[config.mk]
export PLATFORM = sky130hd
export DESIGN_NAME = vga_bmp_arb
export DESIGN_NICKNAME = d
export VERILOG_FILES = /design/src/rtl/vga_pkg.sv /design/src/rtl/vga_wr_fifo.sv /design/src/rtl/vga_bmp_arb.sv
export SDC_FILE = /design/constraint.sdc
export NUM_CORES = 1
export LEC_CHECK = 0
export BUFFER_PORTS_ARGS = -buffer_cell sky130_fd_sc_hd__buf_4
export CORE_UTILIZATION = 59
export DETAILED_ROUTE_END_ITERATION = 16
export PLACE_DENSITY = 0.84
export SETUP_SLACK_MARGIN = 0.3
export SYNTH_ARGS = -nofsm -noshare
export SYNTH_HDL_FRONTEND = slang
export SYNTH_SLANG_ARGS = --single-unit
[constraint.sdc]
create_clock -name clk -period 3.55 [get_ports clk]
set_input_delay 0.1775 -clock clk [delete_from_list [all_inputs] [get_ports clk]]
set_output_delay 0.1775 -clock clk [all_outputs]
set_load 0.01 [all_outputs]
[src/rtl/vga_pkg.sv]
// vga_pkg: shared definitions for the bitmap RAM arbiter.
//   - default widths/depth for the bitmap address, data and host write FIFO
//   - arbiter grant encoding (IDLE/SCAN/WRITE), kept as plain 2-bit constants
package vga_pkg;

  localparam int AW_DEF    = 6;
  localparam int DW_DEF    = 8;
  localparam int DEPTH_DEF = 4;

  typedef logic [1:0] arb_state_t;

  localparam arb_state_t ST_IDLE  = 2'd0;
  localparam arb_state_t ST_SCAN  = 2'd1;
  localparam arb_state_t ST_WRITE = 2'd2;

endpackage

[src/rtl/vga_wr_fifo.sv]
// vga_wr_fifo: host write queue of {addr,data} entries.
//   clk, rst_n            : clock, asynchronous active-low reset
//   push, push_addr/data  : enqueue at tail (caller guarantees not full)
//   pop                   : dequeue head (caller guarantees not empty)
//   head_addr, head_data  : current head entry, valid while empty=0
//   count                 : registered occupancy, 0..DEPTH
//   full, empty           : decoded from the registered count only
module vga_wr_fifo #(
  parameter int AW    = 6,
  parameter int DW    = 8,
  parameter int DEPTH = 4
) (
  input  logic                     clk,
  input  logic                     rst_n,
  input  logic                     push,
  input  logic [AW-1:0]            push_addr,
  input  logic [DW-1:0]            push_data,
  input  logic                     pop,
  output logic [AW-1:0]            head_addr,
  output logic [DW-1:0]            head_data,
  output logic [$clog2(DEPTH):0]   count,
  output logic                     full,
  output logic                     empty
);

  localparam int PW = $clog2(DEPTH);
  localparam int CW = PW + 1;

  logic [AW+DW-1:0] r_mem [DEPTH];
  logic [PW-1:0]    r_wr_ptr;
  logic [PW-1:0]    r_rd_ptr;
  logic [CW-1:0]    r_count;

  // Storage carries no reset: contents are meaningless while count is 0.
  always_ff @(posedge clk) begin
    if (push) begin
      r_mem[r_wr_ptr] <= {push_addr, push_data};
    end
  end

  // Pointers are exactly log2(DEPTH) bits, so they wrap modulo DEPTH for free.
  always_ff @(posedge clk or negedge rst_n) begin
    if (!rst_n) begin
      r_wr_ptr <= '0;
      r_rd_ptr <= '0;
      r_count  <= '0;
    end else begin
      if (push) begin
        r_wr_ptr <= r_wr_ptr + 1'b1;
      end
      if (pop) begin
        r_rd_ptr <= r_rd_ptr + 1'b1;
      end
      case ({push, pop})
        2'b10:   r_count <= r_count + 1'b1;
        2'b01:   r_count <= r_count - 1'b1;
        default: r_count <= r_count;
      endcase
    end
  end

  // Head is read straight from the array so a pop can commit in the same
  // cycle it is granted; a fresh push is only visible once count has moved.
  assign {head_addr, head_data} = r_mem[r_rd_ptr];
  assign count = r_count;
  assign full  = (r_count == CW'(DEPTH));
  assign empty = (r_count == '0);

endmodule

[src/rtl/vga_bmp_arb.sv]
// vga_bmp_arb: single-port bitmap RAM arbiter between VGA scanout and host.
//   clk, rst_n                 : pixel clock, asynchronous active-low reset
//   vblank                     : high outside the active vertical window
//   sc_req, sc_addr            : scanout read request/address (always wins)
//   sc_q, sc_vld               : read data (straight from ram_q), valid 2 cycles after sc_req
//   h_wr, h_addr, h_data       : host write strobe/address/data into the FIFO
//   h_full                     : FIFO holds DEPTH entries
//   ovf, ovf_clr               : sticky drop flag and its clear (set wins)
//   ram_addr, ram_wdata, ram_we: registered RAM command
//   ram_q                      : RAM read data, 1 cycle after ram_addr
module vga_bmp_arb
  import vga_pkg::*;
#(
  parameter int AW      = AW_DEF,
  parameter int DW      = DW_DEF,
  parameter int DEPTH   = DEPTH_DEF,
  parameter int VB_ONLY = 1
) (
  input  logic          clk,
  input  logic          rst_n,
  input  logic          vblank,
  input  logic          sc_req,
  input  logic [AW-1:0] sc_addr,
  output logic [DW-1:0] sc_q,
  output logic          sc_vld,
  input  logic          h_wr,
  input  logic [AW-1:0] h_addr,
  input  logic [DW-1:0] h_data,
  output logic          h_full,
  output logic          ovf,
  input  logic          ovf_clr,
  output logic [AW-1:0] ram_addr,
  output logic [DW-1:0] ram_wdata,
  output logic          ram_we,
  input  logic [DW-1:0] ram_q
);

  arb_state_t            r_state;
  arb_state_t            w_state_next;
  logic                  r_sc_d1;
  logic                  r_sc_d2;
  logic                  r_ovf;
  logic                  w_push;
  logic                  w_drop;
  logic                  w_pop;
  logic                  w_wr_window;
  logic [AW-1:0]         w_head_addr;
  logic [DW-1:0]         w_head_data;
  logic [$clog2(DEPTH):0] w_count;
  logic                  w_full;
  logic                  w_empty;
  logic                  w_unused_count;

  // Full comes from the registered count, so a same-cycle pop never frees
  // room for a push: a write at full is always dropped.
  assign w_push = h_wr & ~w_full;
  assign w_drop = h_wr &  w_full;

  assign w_wr_window = vblank | (VB_ONLY == 0);

  vga_wr_fifo #(
    .AW    (AW),
    .DW    (DW),
    .DEPTH (DEPTH)
  ) u_fifo (
    .clk       (clk),
    .rst_n     (rst_n),
    .push      (w_push),
    .push_addr (h_addr),
    .push_data (h_data),
    .pop       (w_pop),
    .head_addr (w_head_addr),
    .head_data (w_head_data),
    .count     (w_count),
    .full      (w_full),
    .empty     (w_empty)
  );

  // Occupancy is available for observation; arbitration only needs the flags.
  assign w_unused_count = ^w_count;

  // Grant selection: scanout first, then a pending write if the window allows.
  always_comb begin
    w_state_next = ST_IDLE;
    w_pop        = 1'b0;
    if (sc_req) begin
      w_state_next = ST_SCAN;
    end else if (!w_empty && w_wr_window) begin
      w_state_next = ST_WRITE;
      w_pop        = 1'b1;
    end
  end

  always_ff @(posedge clk or negedge rst_n) begin
    if (!rst_n) begin
      r_state   <= ST_IDLE;
      ram_addr  <= '0;
      ram_wdata <= '0;
    end else begin
      r_state <= w_state_next;
      case (w_state_next)
        ST_SCAN: begin
          ram_addr <= sc_addr;
        end
        ST_WRITE: begin
          ram_addr  <= w_head_addr;
          ram_wdata <= w_head_data;
        end
        default: begin
          // IDLE: address and data bus hold their last values
        end
      endcase
    end
  end

  // The registered grant is the write enable.
  assign ram_we = (r_state == ST_WRITE);

  // Two-stage valid pipe: one for the address register, one for the RAM.
  always_ff @(posedge clk or negedge rst_n) begin
    if (!rst_n) begin
      r_sc_d1 <= 1'b0;
      r_sc_d2 <= 1'b0;
    end else begin
      r_sc_d1 <= sc_req;
      r_sc_d2 <= r_sc_d1;
    end
  end

  always_ff @(posedge clk or negedge rst_n) begin
    if (!rst_n) begin
      r_ovf <= 1'b0;
    end else if (w_drop) begin
      r_ovf <= 1'b1;
    end else if (ovf_clr) begin
      r_ovf <= 1'b0;
    end
  end

  assign sc_q   = ram_q;
  assign sc_vld = r_sc_d2;
  assign h_full = w_full;
  assign ovf    = r_ovf;

endmodule

==> flow_summary.yaml, run 1 <==
status:
  outcome: "finished clean"
drt:
  drc: 0
  drt_pass1_iterations: 4
  postRouteAntennaNets: 0
  avgRoutedWirePerCell_microns: 19.4
  vias: 1584
  drt_wl_total_mm: 5.44
  avgViaCountPerCell: 5.66
  drtIter0Drc: 91
logic_synthesis:
  yosys-top-cells-count: "edfxtp_1 (56), dfrtp_1 (25), and2_1 (9), buf_4 (9), mux4_2 (9)"
  synth_area_leaders: "edfxtp_1 (52%), dfrtp_1 (19%), mux4_2 (6.3%), mux4_1 (4.1%), mux2_2 (2.4%)"
  syn_avg_cell_area_sq_um: 19.9
  synthCells: 162
  async_flop_share_pct: 30.9
  yosysUniqueCellTypes: 27
  yosys.cell_count.top_type: "edfxtp_1"
  syn_nets: 202
  ys_seq_area_share_pct: 71.4
  synth_edf_count: 56
  synth_top_area_share_pct: 52.1
  yosys_warnings: 0
  synth_ff_type: "edfxtp_1"
  synth_area_leader_cell: "edfxtp_1"
  synth-seq-cells: 81
  syn_area_sq_um: 3230
min_path:
  worst_hold_path.num_cells: 1
  hold_path.startpoint: "h_addr[2]"
  worstHoldPathType: "in -> reg"
final_layout:
  fillers: 338
  area_growth_pct: 15.8
  n_antenna_cell: 0
  multi_input_area_sq_um: 792
  fin_util_pct: 71.9
  regArea_sq_um: 2310
  nets: 245
  drive_above_1_share_pct: 37.1
floorplanning:
  fp.dieArea_sq_um: 5770
  die_w_microns: 76.0
  initial_core_util_pct: 62.0
  ios: 60
  core_sq_um: 5200
  die_h_microns: 76.0
  num_rows: 26
sta:
  fin_skew_ns: 0.0119
  hold_viol_final: 0
  max_clock_freq_ghz: 0.459
  slew_viol_final: 0
  timing.setup.tns_ns: 0
  rsz0062_at_grt: "false"
  whs_ns: 0.0318
  finalCritPeriodShare_pct: 61.4
  tightest_slew_ns: 0.914
  worst_slack_ns: 1.37
  setup_viol: 0
  fin_crit_ns: 2.18
  max_slew_margin_pct: 39.1
power:
  leakagePower_nw: 1.45
  powerDensity_nw_per_um2: 761
  vdd_ir_drop_max_mv: 0.421
  total_power_w: 0.00285
clocking:
  cts_root_buffer: "clkbuf_8"
  clk_pin_slew_worst_paths_ns: 0.08
  clockBufferDepth: 2
  htree_num_levels: 3
  clk_latency_ns: 0.34
  clock_sinks: 81
  cts_tree: "built"
  cts-buffers-inserted: 9
global_routing:
  grt_pass1_vias: 1691
  antenna_found_initial: 0
  grt_max_degree: 26
  grt_pass1_wl_mm: 8.85
  grt_overflow_total: 0
  grtUsageTotal_pct: 21.6
worst_setup_path:
  critPathRequiredTime_ns: 3.82
  r2r_start: "u_fifo.count[0]$_DFFE_PN0P_"
  cp-start-kind: "flop"
  startpoint: "u_fifo.count[0]$_DFFE_PN0P_"
  endpoint: "u_fifo.count[2]$_DFFE_PN0P_"
  rrSetupSlack_ns: 1.37
  crit_fanout: 7
  crit_arrival_ns: 2.45
  worst-setup-path-type: "reg -> reg"
  r2r_end: "u_fifo.count[2]$_DFFE_PN0P_"
  worst_setup_path_end_kind: "flop"
  reg2reg_depth: 8
placed_design:
  gp_congestion: 0.734
  io_buffer_count: 43
  place.detailed.hpwl_mm: 3.59
  place_ws_ns: 1.38
job:
  drv_cap: 0
## worst min path at each step
stage	slack [ns]	end
final	0.03	u_fifo.r_mem[0][10]$_DFFE_PP_
after CTS	0.02	u_fifo.r_mem[0][10]$_DFFE_PP_
after global placement	0.1	ram_addr[2]$_DFFE_PN0P_
after detailed placement	0.11	ram_addr[1]$_DFFE_PN0P_
after floorplan	-0.12	ovf$_DFFE_PN0P_
after global routing	0.01	u_fifo.r_mem[2][10]$_DFFE_PP_
## what timing repair did
item                      in CTS  in global routing
resized for setup              0                  0
buffers inserted               0                  0
hold buffers                   1                  0
hold endpoints to repair      25                  0
## power by group
| part | switching [W] | total [W] | internal (W) |
|---|---|---|---|
| sequential | 0.000197 | 0.00147 | 0.00127 |
| combinational | 0.000302 | 0.000733 | 0.000431 |
| clock | 0.000300 | 0.000644 | 0.000344 |
## cell families (layout without fill, tap and decap cells)
family                   Yosys count  count (layout)  share of synthesized area, %
AO/OA/AOI/OAI                      9               9                          2.98
XOR/XNOR                           6               6                          1.63
adder cells (fa/ha/maj)            6               6                          2.56
buffers and inverters             19              67                          4.03
flip-flops                        81              81                          71.4
multiplexers                      24              24                          14.2
AND/OR/NAND/NOR                   17              17                          3.18
## cell type report
type,count,area share [%]
sequential,81,61.7
tap,70,2.34
clock inverter,3,1.14
multi-input combinational,62,21.2
clock buffer,13,3.98
timing repair buffer,45,9.10
inverter,6,0.602
## placed cells by master, fill, tap and decap left out, drive strengths merged
cell and instances:
a21boi 1, a221o 5, a221oi 1, a22o 1, and2 9, buf 44
bufinv 1, clkbuf 13, clkinv 1, clkinvlp 1, dfrtp 25, dlygate4sd3 1
edfxtp 56, fa 1, ha 5, inv 6, mux2 10, mux4 14
nor2 3, nor2b 2, nor3 1, nor3b 2, o31ai 1, xnor2 3
xor2 3
## metal layers
metal / GRT usage [%] / wire length [microns] / vias up
met3: 7.78 / 271 / 19
met1: 25.9 / 2020 / 810
li1: - / - / 702
met2: 35.2 / 3010 / 53
met5: 0 / 0 / -
met4: 10.4 / 142 / 0
## sequential cells by signal, indices dropped and copies added (netlist names)
| signal | flops |
|---|---|
| u_fifo.r_mem | 56 |
| ram_wdata | 8 |
| ram_addr | 6 |
| u_fifo.count | 3 |
| r_state | 2 |
| u_fifo.r_rd_ptr | 2 |
| u_fifo.r_wr_ptr | 2 |
| ovf | 1 |
| sc_vld | 1 |
## per-stage QoR
step | instances | cell area [sq um]
finish | 280 | 3740
global route | 280 | 3740
CTS | 280 | 3740
detailed placement | 263 | 3540
global placement | 263 | 3540
floorplan | 162 | 3230
## critical path, stage by stage, from the launching register on
cell,delay [ns]
dfrtp_1,0.48
nor2_1,0.08
a21boi_1,0.44
inv_1,0.09
ha_1,0.23
fa_1,0.38
xnor2_1,0.13
nor2_1,0.12
xor2_1,0.15
Note: power is estimated with default switching activity, not from simulation.
==> inputs of run 2 (changes only) <==
- CORE_UTILIZATION: 59 -> 55
- PLACE_DENSITY: 0.84 -> 0.79
- clock period: 3.55 -> 2.1 ns (I/O delays scaled with it)
==> run 2 against run 1 <==
Compared with the run above: cell area grew 7.7%; sequential share of layout area decreased by 4.4 points; hold slack got worse by 0.023 ns; maximum frequency is 20% higher.
==> flow_summary.yaml, run 2 (synthesis results as in run 1) <==
status:
  outcome: "finished clean"
drt:
  drt_pass1_iterations: 4
  dr_wl_met2_mm: 2.98
  avgRoutedWirePerCell_microns: 18.5
  postRouteAntennaNets: 0
  drc: 0
  drt_wl_total_mm: 5.82
  drtIter0Drc: 64
  routed-wl-met3_microns: 235
  vias: 1693
  m1WireLength_mm: 2.41
  avgViaCountPerCell: 5.37
  top_layer_used: "met4"
floorplanning:
  die_w_microns: 78.6
  fp.dieArea_sq_um: 6180
  core_sq_um: 5570
  ios: 60
  num_rows: 27
  initial_core_util_pct: 57.9
  die_h_microns: 78.6
power:
  vdd_ir_drop_max_mv: 0.692
  total_power_w: 0.00491
  leakagePower_nw: 1.59
  powerDensity_nw_per_um2: 1220
sta:
  hold_viol_final: 0
  fin_skew_ns: 0.00741
  finalCritPeriodShare_pct: 86.7
  max_clock_freq_ghz: 0.550
  setup_viol: 0
  rsz0062_at_grt: "true"
  max_slew_margin_pct: 74.4
  tightest_slew_ns: 0.384
  worst_slack_ns: 0.280
  timing.setup.tns_ns: 0
  slew_viol_final: 0
  fin_crit_ns: 1.82
min_path:
  hold_end: "ram_addr[4]$_DFFE_PN0P_"
  worst_hold_path.num_cells: 2
  hold_path.startpoint: "sc_addr[4]"
  worstHoldPathType: "in -> reg"
final_layout:
  n_antenna_cell: 0
  regArea_sq_um: 2310
  final_cell_mix: "buf_4 (61), edfxtp_1 (56), dfrtp_1 (23)"
  largest-register: "u_fifo.r_mem"
  reg.largest.list: "u_fifo.r_mem x56, ram_wdata x8, ram_addr x6"
  layout_commonest_cell: "buf_4"
  area_growth_pct: 24.8
  fillers: 345
  drive_above_1_share_pct: 41.2
  fin_util_pct: 72.3
  multi_input_area_sq_um: 818
  fin_cells: 315
  largest_reg_flops: 56
  nets: 278
worst_setup_path:
  worst_setup_path_end_kind: "flop"
  cp-start-kind: "flop"
  max_stage_delay_ns: 0.43
  crit_arrival_ns: 2.08
  path_depth: 7
  cp_top_family: "adder cells"
  cp_slowest_cell: "dfrtp_2"
  path_cells: "o31ai_4 > nor2_4 > ha_4 > fa_2 > xnor2_1 > nor2_1 > xor2_1"
  reg2reg_depth: 7
  r2r_end: "u_fifo.count[2]$_DFFE_PN0P_"
  r2r_start: "u_fifo.count[0]$_DFFE_PN0P_"
  rrSetupSlack_ns: 0.28
  worst-setup-path-type: "reg -> reg"
  critPathRequiredTime_ns: 2.36
  crit_fanout: 3
  cp_num_buf_inv: 0
clocking:
  cts_tree: "built"
  clock_sinks: 81
  clockBufferDepth: 2
  cts-buffers-inserted: 9
  cts_root_buffer: "clkbuf_8"
  htree_num_levels: 3
  clk_pin_slew_worst_paths_ns: 0.08
  clk_latency_ns: 0.34
global_routing:
  grt_max_degree: 26
  grtUsageTotal_pct: 20.8
  grt_pass1_vias: 1828
  grt_overflow_total: 0
  antenna_found_initial: 0
  grt_pass1_wl_mm: 9.04
placed_design:
  place_ws_ns: 0.236
  io_buffer_count: 43
  placed_cells: 278
  gp_congestion: 0.742
  place.detailed.hpwl_mm: 3.99
job:
  drv_cap: 0
run 2: worst max-delay path by stage:
stage / start / endpoint
finish: u_fifo.count[0]$_DFFE_PN0P_ / u_fifo.count[2]$_DFFE_PN0P_
global route: u_fifo.count[0]$_DFFE_PN0P_ / u_fifo.count[2]$_DFFE_PN0P_
CTS: u_fifo.count[1]$_DFFE_PN0P_ / u_fifo.count[2]$_DFFE_PN0P_
detailed placement: u_fifo.count[1]$_DFFE_PN0P_ / u_fifo.count[2]$_DFFE_PN0P_
global placement: u_fifo.count[2]$_DFFE_PN0P_ / u_fifo.count[2]$_DFFE_PN0P_
floorplan: u_fifo.count[2]$_DFFE_PN0P_ / u_fifo.count[2]$_DFFE_PN0P_
run 2: final cells by class:
class,count,area share (%)
flip-flops and latches,81,57.3
repair buffers,78,15.6
well taps,72,2.24
inverters,6,0.559
multi-input cells,62,20.3
clock buffers,10,3.17
clock inverters,6,0.838
run 2: routing by layer:
layer	vias up	GRT usage [%]
met5	-	0
met4	0	14.3
met3	16	3.84
met2	54	34.2
met1	854	24.9
li1	769	-
run 2: metrics by stage:
stage                     instance area [sq um]  hold WS, ns
final                                      4030      0.00895
after global routing                       4030       0.0169
after CTS                                  4020      0.00758
after detailed placement                   3660       0.0419
after global placement                     3660       0.0281
after floorplan                            3250       -0.191
run 2: what timing repair did:
item,4_1_cts,5_1_grt
pin swaps,3,2
endpoints found under the setup margin,2,6
hold endpoints to repair,83,0
resized for setup,1,2
hold buffers,17,0
buffers inserted,3,1
run 2: report_power, final:
part / internal [W] / switching (W)
combinational: 0.000909 / 0.000679
sequential: 0.00215 / 0.000223
clock: 0.000422 / 0.000530
total: 0.00348 / 0.00143
==> inputs of run 3 (changes only) <==
- CORE_ASPECT_RATIO: unset -> 0.6
==> run 3 against run 2 <==
Compared with the run above: critical path depth is the same; first-iteration DRC count shrank 48%; cell count grew 1.3%; maximum frequency grew 0.64%; setup slack gained 0.011 ns; sequential power grew 2%; clock skew grew 0.0011 ns; flip-flop and latch count is the same; register-to-register slack is essentially flat; sequential share of layout area shrank 0.72 points; cell area grew 1.3%; total power grew 6.7%; highest routed layer unchanged.
==> flow_summary.yaml, run 3 (synthesis results as in run 1) <==
job:
  drv_cap: 0
worst_setup_path:
  path_depth: 7
  cp_slowest_cell: "dfrtp_2"
  crit_arrival_ns: 2.07
  max_stage_delay_ns: 0.45
  cp-start-kind: "flop"
  reg2reg_depth: 7
  crit_fanout: 3
  path_cells: "o31ai_4 > nor2_4 > ha_4 > fa_2 > xnor2_1 > nor2_1 > xor2_1"
  worst_setup_path_end_kind: "flop"
  cp_num_buf_inv: 0
  critPathRequiredTime_ns: 2.36
  cp_top_family: "adder cells"
  worst-setup-path-type: "reg -> reg"
placed_design:
  io_buffer_count: 43
  gp_congestion: 0.701
  place.detailed.hpwl_mm: 3.69
  placed_cells: 281
  place_area_sq_um: 3630
drt:
  avgRoutedWirePerCell_microns: 18.0
  vias: 1663
  drt_wl_total_mm: 5.73
  drtIter0Drc: 33
  drc: 0
  avgViaCountPerCell: 5.21
  postRouteAntennaNets: 0
  drt_pass1_iterations: 6
global_routing:
  antenna_found_initial: 0
  globalRoute.busiestLayer: "met2"
  grt.met2_usage_pct: 34.6
  grt_util_met3_pct: 5.22
  grt_pass1_wl_mm: 8.56
  met1_usage_pct: 25.6
  grt_overflow_total: 0
  grtUsageTotal_pct: 20.1
  grt_pass1_vias: 1644
  grt_max_degree: 26
sta:
  tightest_slew_ns: 0.623
  fin_crit_ns: 1.81
  timing.setup.tns_ns: 0
  finalCritPeriodShare_pct: 86.1
  max_clock_freq_ghz: 0.553
  max_slew_margin_pct: 58.5
  fin_skew_ns: 0.00854
  rsz0062_at_grt: "true"
  hold_viol_final: 0
  setup_viol: 0
  slew_viol_final: 0
final_layout:
  area_growth_pct: 26.5
  largest-register: "u_fifo.r_mem"
  n_antenna_cell: 0
  drive_above_1_share_pct: 41.0
  reg.largest.list: "u_fifo.r_mem x56, ram_wdata x8, ram_addr x6"
  fin_cells: 319
  layout_commonest_cell: "buf_4"
  nets: 274
  largest_reg_flops: 56
  final_area_sq_um: 4080
  final_cell_mix: "buf_4 (57), edfxtp_1 (56), dfrtp_1 (22)"
floorplanning:
  fp.dieArea_sq_um: 6190
  ios: 60
  die_w_microns: 101
  die_h_microns: 61.4
  initial_core_util_pct: 57.4
  core_sq_um: 5620
  num_rows: 21
clocking:
  clk_latency_ns: 0.34
  clockBufferDepth: 2
  cts_root_buffer: "clkbuf_8"
  clock_sinks: 81
  clk_pin_slew_worst_paths_ns: 0.08
  htree_num_levels: 3
  cts-buffers-inserted: 9
  cts_tree: "built"
power:
  total_power_w: 0.00524
  powerDensity_nw_per_um2: 1280
  leakagePower_nw: 1.60
  vdd_ir_drop_max_mv: 0.655
min_path:
  worst_hold_path.num_cells: 2
  worstHoldPathType: "in -> reg"
status:
  outcome: "finished clean"
[run 3: report_power, final]
part | switching, W | internal [W]
clock | 0.000512 | 0.000784
sequential | 0.000269 | 0.00215
combinational | 0.000643 | 0.000880
[run 3: area by class of cell]
cell class,instances,area (sq um)
Sequential cell,81,2310
Fill cell,350,1540
Multi-Input combinational cell,62,818
Timing Repair Buffer,74,598
Clock buffer,10,128
Clock inverter,6,106
Tap cell,80,100
Inverter,6,22.5
[run 3: per-layer routing]
layer	routed length, microns	vias to the layer above
li1	-	760
met1	2600	848
met2	2840	44
met3	227	11
met4	65	0
met5	0	-
[run 3: final timing paths]
check                                            startpoint  slack, ns                             end
worst max-delay path            u_fifo.count[1]$_DFFE_PN0P_       0.29     u_fifo.count[2]$_DFFE_PN0P_
worst min-delay path                             sc_addr[4]       0.02         ram_addr[4]$_DFFE_PN0P_
worst max register to register  u_fifo.count[1]$_DFFE_PN0P_       0.29     u_fifo.count[2]$_DFFE_PN0P_
worst min register to register         r_state[0]$_DFF_PN0_       0.39                sc_vld$_DFF_PN0_
max in group asynchronous                             rst_n       1.62  u_fifo.r_rd_ptr[0]$_DFFE_PN0P_
min in group asynchronous                             rst_n       0.21            r_state[1]$_DFF_PN0_
[run 3: repair_timing]
item / in CTS / in global routing
hold endpoints to repair: 83 / 0
gates resized for setup: 1 / 3
pin swaps: 1 / 0
buffers inserted: 3 / 2
hold buffers: 17 / 0
endpoints found under the setup margin: 2 / 3
[run 3: through the flow]
step	worst slack, ns	hold slack (ns)	util, %
2_1_floorplan	0.169	-0.191	-
3_3_place_gp	0.345	0.0242	64.6
3_5_place_dp	0.268	0.0325	64.6
4_1_cts	0.300	0.00171	72.2
5_1_grt	0.231	0.0203	72.6
6_report	0.292	0.0157	72.6
